$ cat config.mk
export PLATFORM = sky130hd
export DESIGN_NAME = a2_bridge_responder_flat
export DESIGN_NICKNAME = d
export VERILOG_FILES = /design/src/rtl/a2_bridge_responder_if.sv /design/src/rtl/a2_bridge_responder.sv /design/src/flat_wrapper.sv
export SDC_FILE = /design/constraint.sdc
export NUM_CORES = 1
export LEC_CHECK = 0
export ABC_AREA = 1
export CELL_PAD_IN_SITES_DETAIL_PLACEMENT = 1
export CELL_PAD_IN_SITES_GLOBAL_PLACEMENT = 2
export CORE_MARGIN = 2
export CORE_UTILIZATION = 30
export CTS_CLUSTER_SIZE = 24
export DETAILED_ROUTE_END_ITERATION = 8
export GPL_TIMING_DRIVEN = 0
export PLACE_DENSITY_LB_ADDON = 0.2
export SLEW_MARGIN = 20
export SYNTH_ARGS = -nofsm -noshare
export SYNTH_HDL_FRONTEND = slang
export SYNTH_SLANG_ARGS = --single-unit
export TNS_END_PERCENT = 10
$ cat constraint.sdc
create_clock -name clk_logic -period 3.9 [get_ports clk_logic]
set_input_delay 0.78 -clock clk_logic [delete_from_list [all_inputs] [get_ports clk_logic]]
set_output_delay 0.78 -clock clk_logic [all_outputs]
set_load 0.05 [all_outputs]
$ cat src/rtl/a2_bridge_responder_if.sv
// a2_bridge_responder_if
// Bridge register port between the FPGA bus master and the bridge responder.
//   sel_i   [2:0] register select
//   rd_n_i        read strobe, active low
//   wr_n_i        write strobe, active low
//   d_i     [7:0] write data from the FPGA
//   d_o     [7:0] read data back to the FPGA
// Modports: master (FPGA side) and slave (responder side).
interface a2_bridge_responder_if;
    logic [2:0] sel_i;
    logic       rd_n_i;
    logic       wr_n_i;
    logic [7:0] d_i;
    logic [7:0] d_o;

    modport master (
        output sel_i,
        output rd_n_i,
        output wr_n_i,
        output d_i,
        input  d_o
    );

    modport slave (
        input  sel_i,
        input  rd_n_i,
        input  wr_n_i,
        input  d_i,
        output d_o
    );
endinterface

$ cat src/rtl/a2_bridge_responder.sv
// a2_bridge_responder
// Bridge-side responder for the multiplexed Apple II bridge port. Synchronizes
// the slot inputs, answers FPGA register reads, latches FPGA-written control and
// data-out values and drives them back onto the slot.
// Ports:
//   clk_logic           logic clock
//   reset               asynchronous active-high reset
//   bus                 bridge register port (sel/rd_n/wr_n/d), slave side
//   a2_addr_i   [15:0]  slot address
//   a2_data_i   [7:0]   slot data bus
//   a2_rw_n_i           slot R/W
//   a2_phi0_i           slot PHI0
//   a2_m2sel_n_i        slot M2SEL_n
//   a2_m2b0_i           slot M2B0
//   a2_control_n_i [5:0] {reset_n, nmi_n, dma_n, rdy_n, irq_n, inh_n}
//   dip_switches_n_i [3:0] board DIP switches
//   a2_data_o   [7:0]   slot data drive value
//   a2_data_oe_o        slot data output enable
//   a2_control_oe_o [7:0] open-drain pull-low enables
module a2_bridge_responder #(
    parameter int unsigned SYNC_STAGES   = 2,
    parameter logic [7:0]  CONTROL_RESET = 8'hFF
) (
    input  logic                         clk_logic,
    input  logic                         reset,
    a2_bridge_responder_if.slave         bus,
    input  logic [15:0]                  a2_addr_i,
    input  logic [7:0]                   a2_data_i,
    input  logic                         a2_rw_n_i,
    input  logic                         a2_phi0_i,
    input  logic                         a2_m2sel_n_i,
    input  logic                         a2_m2b0_i,
    input  logic [5:0]                   a2_control_n_i,
    input  logic [3:0]                   dip_switches_n_i,
    output logic [7:0]                   a2_data_o,
    output logic                         a2_data_oe_o,
    output logic [7:0]                   a2_control_oe_o
);

    typedef enum logic [1:0] {StIdle, StArmed, StDrive} drive_state_e;

    // Packed slot inputs: {dip, control_n, m2b0, m2sel_n, phi0, rw_n, data, addr}.
    // Everything resets high except PHI0 (bit 25), which resets low.
    localparam logic [37:0] SYNC_RESET = {{12{1'b1}}, 1'b0, {25{1'b1}}};

    logic [37:0] sync_raw;
    logic [37:0] sync_q [SYNC_STAGES];
    logic [37:0] live;

    logic [15:0] addr_live;
    logic [7:0]  data_live;
    logic        rw_n_live;
    logic        phi0_live;
    logic        m2sel_n_live;
    logic        m2b0_live;
    logic [5:0]  control_n_live;
    logic [3:0]  dip_n_live;

    logic [7:0]   control_out_q;
    logic [7:0]   data_out_q;
    logic         drive_armed_q, drive_armed_d;
    drive_state_e state_q, state_d;
    logic         wr_n_prev_q;
    logic         phi0_prev_q;
    logic         data_oe_q;
    logic [7:0]   control_oe_q;

    logic [15:0] snap_addr_q;
    logic        snap_rw_n_q;
    logic        snap_m2sel_n_q;
    logic        snap_m2b0_q;
    logic [2:0]  snap_age_q;

    logic commit;
    logic commit_ctrl;
    logic commit_data;
    logic snap_take;
    logic phi0_fall;
    logic rw_bit;

    assign sync_raw = {dip_switches_n_i, a2_control_n_i, a2_m2b0_i, a2_m2sel_n_i,
                       a2_phi0_i, a2_rw_n_i, a2_data_i, a2_addr_i};

    always_ff @(posedge clk_logic or posedge reset) begin
        if (reset) begin
            for (int i = 0; i < SYNC_STAGES; i++) begin
                sync_q[i] <= SYNC_RESET;
            end
        end else begin
            sync_q[0] <= sync_raw;
            for (int i = 1; i < SYNC_STAGES; i++) begin
                sync_q[i] <= sync_q[i-1];
            end
        end
    end

    assign live           = sync_q[SYNC_STAGES-1];
    assign addr_live      = live[15:0];
    assign data_live      = live[23:16];
    assign rw_n_live      = live[24];
    assign phi0_live      = live[25];
    assign m2sel_n_live   = live[26];
    assign m2b0_live      = live[27];
    assign control_n_live = live[33:28];
    assign dip_n_live     = live[37:34];

    // One commit per low pulse: only the first edge that sees wr_n low counts.
    assign commit      = !bus.wr_n_i && wr_n_prev_q;
    assign commit_ctrl = commit && (bus.sel_i == 3'd0);
    assign commit_data = commit && (bus.sel_i == 3'd1);
    assign snap_take   = !bus.rd_n_i && (bus.sel_i == 3'd2);
    assign phi0_fall   = phi0_prev_q && !phi0_live;

    // A fresh snapshot keeps the addr/rw_n read sequence coherent; once it
    // ages out, idle polling sees the live line.
    assign rw_bit = (snap_age_q != 3'd7) ? snap_rw_n_q : rw_n_live;

    always_comb begin
        bus.d_o = 8'hFF;
        if (!bus.rd_n_i) begin
            case (bus.sel_i)
                3'd0:    bus.d_o = {1'b1, control_n_live, rw_bit};
                3'd1:    bus.d_o = data_live;
                3'd2:    bus.d_o = addr_live[7:0];
                3'd3:    bus.d_o = snap_addr_q[15:8];
                3'd4:    bus.d_o = {6'b111111, snap_m2sel_n_q, snap_m2b0_q};
                3'd5:    bus.d_o = {4'hF, dip_n_live};
                default: bus.d_o = 8'hFF;
            endcase
        end
    end

    always_ff @(posedge clk_logic or posedge reset) begin
        if (reset) begin
            snap_addr_q    <= 16'hFFFF;
            snap_rw_n_q    <= 1'b1;
            snap_m2sel_n_q <= 1'b1;
            snap_m2b0_q    <= 1'b1;
            snap_age_q     <= 3'd7;
        end else if (snap_take) begin
            snap_addr_q    <= addr_live;
            snap_rw_n_q    <= rw_n_live;
            snap_m2sel_n_q <= m2sel_n_live;
            snap_m2b0_q    <= m2b0_live;
            snap_age_q     <= 3'd0;
        end else if (snap_age_q != 3'd7) begin
            snap_age_q <= snap_age_q + 3'd1;
        end
    end

    // Drive FSM. drive_armed records a pending sel 1 commit; a commit during
    // DRIVE buys exactly one more read-cycle PHI0 phase.
    always_comb begin
        state_d       = state_q;
        drive_armed_d = drive_armed_q;
        if (commit_data) begin
            drive_armed_d = 1'b1;
        end
        case (state_q)
            StIdle: begin
                if (commit_data) begin
                    state_d = StArmed;
                end
            end
            StArmed: begin
                // A PHI0 phase of a write cycle leaves us armed.
                if (phi0_live && rw_n_live) begin
                    state_d       = StDrive;
                    drive_armed_d = commit_data;
                end
            end
            StDrive: begin
                if (phi0_fall) begin
                    state_d = drive_armed_d ? StArmed : StIdle;
                end
            end
            default: begin
                state_d       = StIdle;
                drive_armed_d = 1'b0;
            end
        endcase
    end

    always_ff @(posedge clk_logic or posedge reset) begin
        if (reset) begin
            state_q       <= StIdle;
            drive_armed_q <= 1'b0;
            data_oe_q     <= 1'b0;
            control_out_q <= CONTROL_RESET;
            data_out_q    <= 8'h00;
            control_oe_q  <= ~CONTROL_RESET;
            wr_n_prev_q   <= 1'b1;
            phi0_prev_q   <= 1'b0;
        end else begin
            state_q       <= state_d;
            drive_armed_q <= drive_armed_d;
            // Registered from next state so the enable tracks the state flop.
            data_oe_q     <= (state_d == StDrive);
            if (commit_ctrl) begin
                control_out_q <= bus.d_i;
            end
            if (commit_data) begin
                data_out_q <= bus.d_i;
            end
            control_oe_q <= ~control_out_q;
            wr_n_prev_q  <= bus.wr_n_i;
            phi0_prev_q  <= phi0_live;
        end
    end

    assign a2_data_o       = data_out_q;
    assign a2_data_oe_o    = data_oe_q;
    assign a2_control_oe_o = control_oe_q;

endmodule

$ cat src/flat_wrapper.sv
// flat-port wrapper written by rule: the top's interface ports become plain ports
module a2_bridge_responder_flat 
#(
    parameter int unsigned SYNC_STAGES   = 2,
    parameter logic [7:0]  CONTROL_RESET = 8'hFF
)
  (clk_logic, reset, a2_addr_i, a2_data_i, a2_rw_n_i, a2_phi0_i, a2_m2sel_n_i, a2_m2b0_i, a2_control_n_i, dip_switches_n_i, a2_data_o, a2_data_oe_o, a2_control_oe_o, bus_sel_i, bus_rd_n_i, bus_wr_n_i, bus_d_i, bus_d_o);
  a2_bridge_responder_if bus_i ();
  input  logic clk_logic;
  input  logic reset;
  input  logic [15:0] a2_addr_i;
  input  logic [7:0] a2_data_i;
  input  logic a2_rw_n_i;
  input  logic a2_phi0_i;
  input  logic a2_m2sel_n_i;
  input  logic a2_m2b0_i;
  input  logic [5:0] a2_control_n_i;
  input  logic [3:0] dip_switches_n_i;
  output logic [7:0] a2_data_o;
  output logic a2_data_oe_o;
  output logic [7:0] a2_control_oe_o;
  input wire logic [$bits(bus_i.sel_i)-1:0] bus_sel_i;
  input wire logic [$bits(bus_i.rd_n_i)-1:0] bus_rd_n_i;
  input wire logic [$bits(bus_i.wr_n_i)-1:0] bus_wr_n_i;
  input wire logic [$bits(bus_i.d_i)-1:0] bus_d_i;
  output wire logic [$bits(bus_i.d_o)-1:0] bus_d_o;
  assign bus_i.sel_i = bus_sel_i;
  assign bus_i.rd_n_i = bus_rd_n_i;
  assign bus_i.wr_n_i = bus_wr_n_i;
  assign bus_i.d_i = bus_d_i;
  assign bus_d_o = bus_i.d_o;
  a2_bridge_responder #(.SYNC_STAGES(SYNC_STAGES), .CONTROL_RESET(CONTROL_RESET)) u_core (.clk_logic(clk_logic), .reset(reset), .bus(bus_i), .a2_addr_i(a2_addr_i), .a2_data_i(a2_data_i), .a2_rw_n_i(a2_rw_n_i), .a2_phi0_i(a2_phi0_i), .a2_m2sel_n_i(a2_m2sel_n_i), .a2_m2b0_i(a2_m2b0_i), .a2_control_n_i(a2_control_n_i), .dip_switches_n_i(dip_switches_n_i), .a2_data_o(a2_data_o), .a2_data_oe_o(a2_data_oe_o), .a2_control_oe_o(a2_control_oe_o));
endmodule
==> metrics.md <==
| Metric | Value |
|---|---|
| Crit end category | `output pin` |
| Placed instance count | `602` |
| Skew final | `0.00569 ns` |
| Sum Neg Setup Slack | `0 ns` |
| Hold WS | `0.350 ns` |
| Synthesized Nets | `400` |
| Worst Path Arrival | `2.96 ns` |
| M1 WL | `3870 um` |
| Critical Path Fanout Max | `6` |
| Post-CTS Resized | `1` |
| Distinct cells, synth | `24` |
| Total CTS buffers | `17` |
| Post-synthesis average cell area | `12.1 um^2` |
| Status | `completed` |
| Post-Place Worst Slack | `-0.00201 ns` |
| CP Class | `primary input to output pin` |
| Clock root buffer | `clkbuf_16` |
| HP Start | `u_core.sync_q[63]` |
| Hold Path Cell Cnt | `0` |
| Post-route insts no fill | `634` |
| Top delay family on crit path | `buffers and inverters` |
| Top post-synthesis cells by count | `nand2_1, dfstp_2, inv_1, dfrtp_1, nor2_1` |
| FF-to-FF path depth | `6` |
| # fillers | `1,466` |
| RePlAce Congestion | `0.777` |
| Largest cells by area after synthesis | `dfstp_2, dfrtp_1, nand2_1` |
| Via count | `2,665` |
| Cell repeated most along the worst path | `clkdlybuf4s50_1` |
| Crit path buf inv count | `3` |
| Reg clk slew, reported paths | `0.05 ns` |
| Slowest CP cell | `clkdlybuf4s50_1` |
| Vias in the first global route | `3,010` |
| Fmax | `267 MHz` |
| Final hold violations | `0` |
| VDD IR-drop max | `0.000303 V` |
| Post-detail-place hpwl | `6070 um` |
| Most frequent cell after synthesis | `nand2_1` |
| Die Width | `122 um` |
| Die Ht | `122 um` |
| Post-synthesis sequential area ratio | `75.1%` |
| Critical R2R Launch | `u_core.wr_n_prev_q` |
| Synth async-reset ratio | `100%` |
| Clk buf depth | `2` |
| Top Layer Used | `met4` |
| Cell count after synthesis | `345` |
| Worst Slack Setup Final | `0.159 ns` |
| Total core area | `13,700 um^2` |
| Post-synthesis cell area | `4160 um^2` |
| Met2 WL post-DR | `4440 um` |
| Crit path largest cell delay | `0.81 ns` |
| Reg2reg setup slack | `2.49 ns` |
| Port Buf Inserts | `76` |
| CTS tree | `done` |
| DR WL met3 | `659 um` |
| Crit Reg-Reg Endpoint | `u_core.a2_data_o[0]` |
| Slew Viols, Final | `0` |
| Final nets | `496` |
| Crit-path cells | `clkdlybuf4s50_1 -> inv_2 -> nand2_2 -> nor2_1 -> a22oi_1 -> nand2_1 -> clkdlybuf4s50_1` |
| Tcrit/Tclk final | `95.9%` |
| Worst Hold Class | `register to register` |
| Post-synth EDFFs | `0` |
| Clock Latency Late Sink | `0.41 ns` |
| DRT Pass-1 Iters | `4` |
| Share of the synthesized area in the top cell type | `61.2%` |
| Top_reg_cell synth | `dfstp_2` |
| Static Leak | `2.59 nW` |
| H-tree depth | `4` |
| Share of layout cells above drive strength 1 | `33.9%` |
| Area of the multi-input gates | `841 um^2` |
| Initial Util | `30.3%` |
| First-pass GRT wire length | `14,900 um` |
| Diode count | `0` |
| Ys Warns | `0` |
| DR iter-0 viols | `141` |
| GRT Overall Usage | `13.6%` |
| Startpoint Class | `primary input` |
| P&R area growth vs syn | `40.5%` |
| Maximum capacitance violations | `0` |
| DRC violations left | `0` |
| Hold path endpoint | `u_core.live[25]` |
| Final Power | `0.00381 W` |
| Final Setup Violations | `0` |
| Initial antenna violation count | `0` |
| Worst Max-Slew Pin Slew | `0.529 ns` |
| # rows | `43` |
| Post-layout min period | `3.74 ns` |
| RSZ-0062 raised after global routing | `false` |
| Vias per inst | `4.20` |
| Power density over cell area | `652 nW/um^2` |
| Sequential cell area | `3120 um^2` |
| Largest net degree at the start of global routing | `84` |
| Final WL | `9080 um` |
| Clk sinks | `120` |
| Seq cells post-synth | `120` |
| Die area | `14,800 um^2` |
| CTS hold repair buffers | `0` |
| Postcts setup bufs | `0` |
| Total grt overflow | `0` |
| ANT nets after route | `0` |
| Slew HR | `64.6%` |
| Yosys top cell by area | `dfstp_2` |
| Wirelength per Cell | `14.3 um` |
| Ports | `78` |
| Critical Path RT | `3.12 ns` |
## flip-flops by register name, indices dropped and copies added (netlist names)
name                    cells
u_core.live                38
u_core.drive_armed_q        1
u_core.control_out_q        8
u_core.phi0_prev_q          1
u_core.a2_data_oe_o         1
u_core.snap_age_q           3
u_core.snap_rw_n_q          1
u_core.snap_addr_q          8
u_core.wr_n_prev_q          1
u_core.a2_data_o            8
u_core.a2_control_oe_o      8
u_core.snap_m2b0_q          1
u_core.state_q              2
u_core.snap_m2sel_n_q       1
u_core.sync_q              38
## where the power goes
| group | switching, W | internal [W] |
|---|---|---|
| logic | 0.000341 | 0.000206 |
| clock network | 0.000549 | 0.00118 |
| registers | 0.0000677 | 0.00146 |
| total | 0.000959 | 0.00285 |
## layout by cell type (no fill, tap or decap), types with 2 or more instances in the layout
cell type,count
clkinv_2,3
nand2_2,4
dfrtp_1,23
inv_2,3
ha_1,2
nor2_1,18
o21ai_0,6
o21ai_2,5
clkbuf_8,3
clkdlybuf4s50_1,73
bufinv_16,5
o21ai_1,11
nor2_4,3
inv_1,32
inv_6,2
nand4_1,4
dlymetal6s2s_1,2
clkbuf_16,17
buf_6,4
nand2_1,105
dfstp_2,97
nand3_1,12
nand2_4,2
clkinvlp_4,2
a21oi_1,6
## layout make-up
type                            instances  share of cell area (%)
Sequential cell                       120                    53.4
Tap cell                              180                    3.85
Clock buffer                           21                    8.04
Inverter                               37                    2.48
Buffer                                  6                   0.984
Timing Repair Buffer                   77                    13.5
Clock inverter                         11                    3.29
Multi-Input combinational cell        182                    14.4
## worst max path at each step
stage / from / endpoint / slack (ns) / depth (start not counted)
2_1_floorplan: reset / u_core.a2_control_oe_o[0] / 0.09 / 1
3_3_place_gp: reset / u_core.a2_data_o[0] / -1.64 / 2
3_5_place_dp: bus_sel_i[2] / bus_d_o[3] / -0.002 / 9
4_1_cts: bus_sel_i[2] / bus_d_o[2] / 0.01 / 9
5_1_grt: bus_sel_i[1] / bus_d_o[5] / 0.03 / 9
6_report: bus_sel_i[2] / bus_d_o[7] / 0.16 / 7
## cell families (layout without fill, tap and decap cells)
family,after synthesis,count (layout),synth area share [%]
buffers and inverters,43,152,4.75
DFF,120,120,75.1
and+or+nand+nor,149,149,15.2
AOI/OAI and AO/OA,30,30,4.18
adders and majority gates,2,2,0.601
xor gates and xnor gates,1,1,0.210
## routing by layer
layer	vias to the layer above	track usage, %
li1	1259	-
met1	1333	16.0
met2	63	21.3
met3	10	6.79
met4	0	5.82
met5	-	0
## through the flow
| step | utilization (%) | area [um^2] |
|---|---|---|
| 2_1_floorplan | - | 4160 |
| 5_1_grt | 42.6 | 5850 |
| 3_5_place_dp | 37.8 | 5180 |
| 4_1_cts | 42.6 | 5840 |
| 6_report | 42.6 | 5850 |
| 3_3_place_gp | 37.5 | 5150 |
Power figures use the tool's default switching activity.
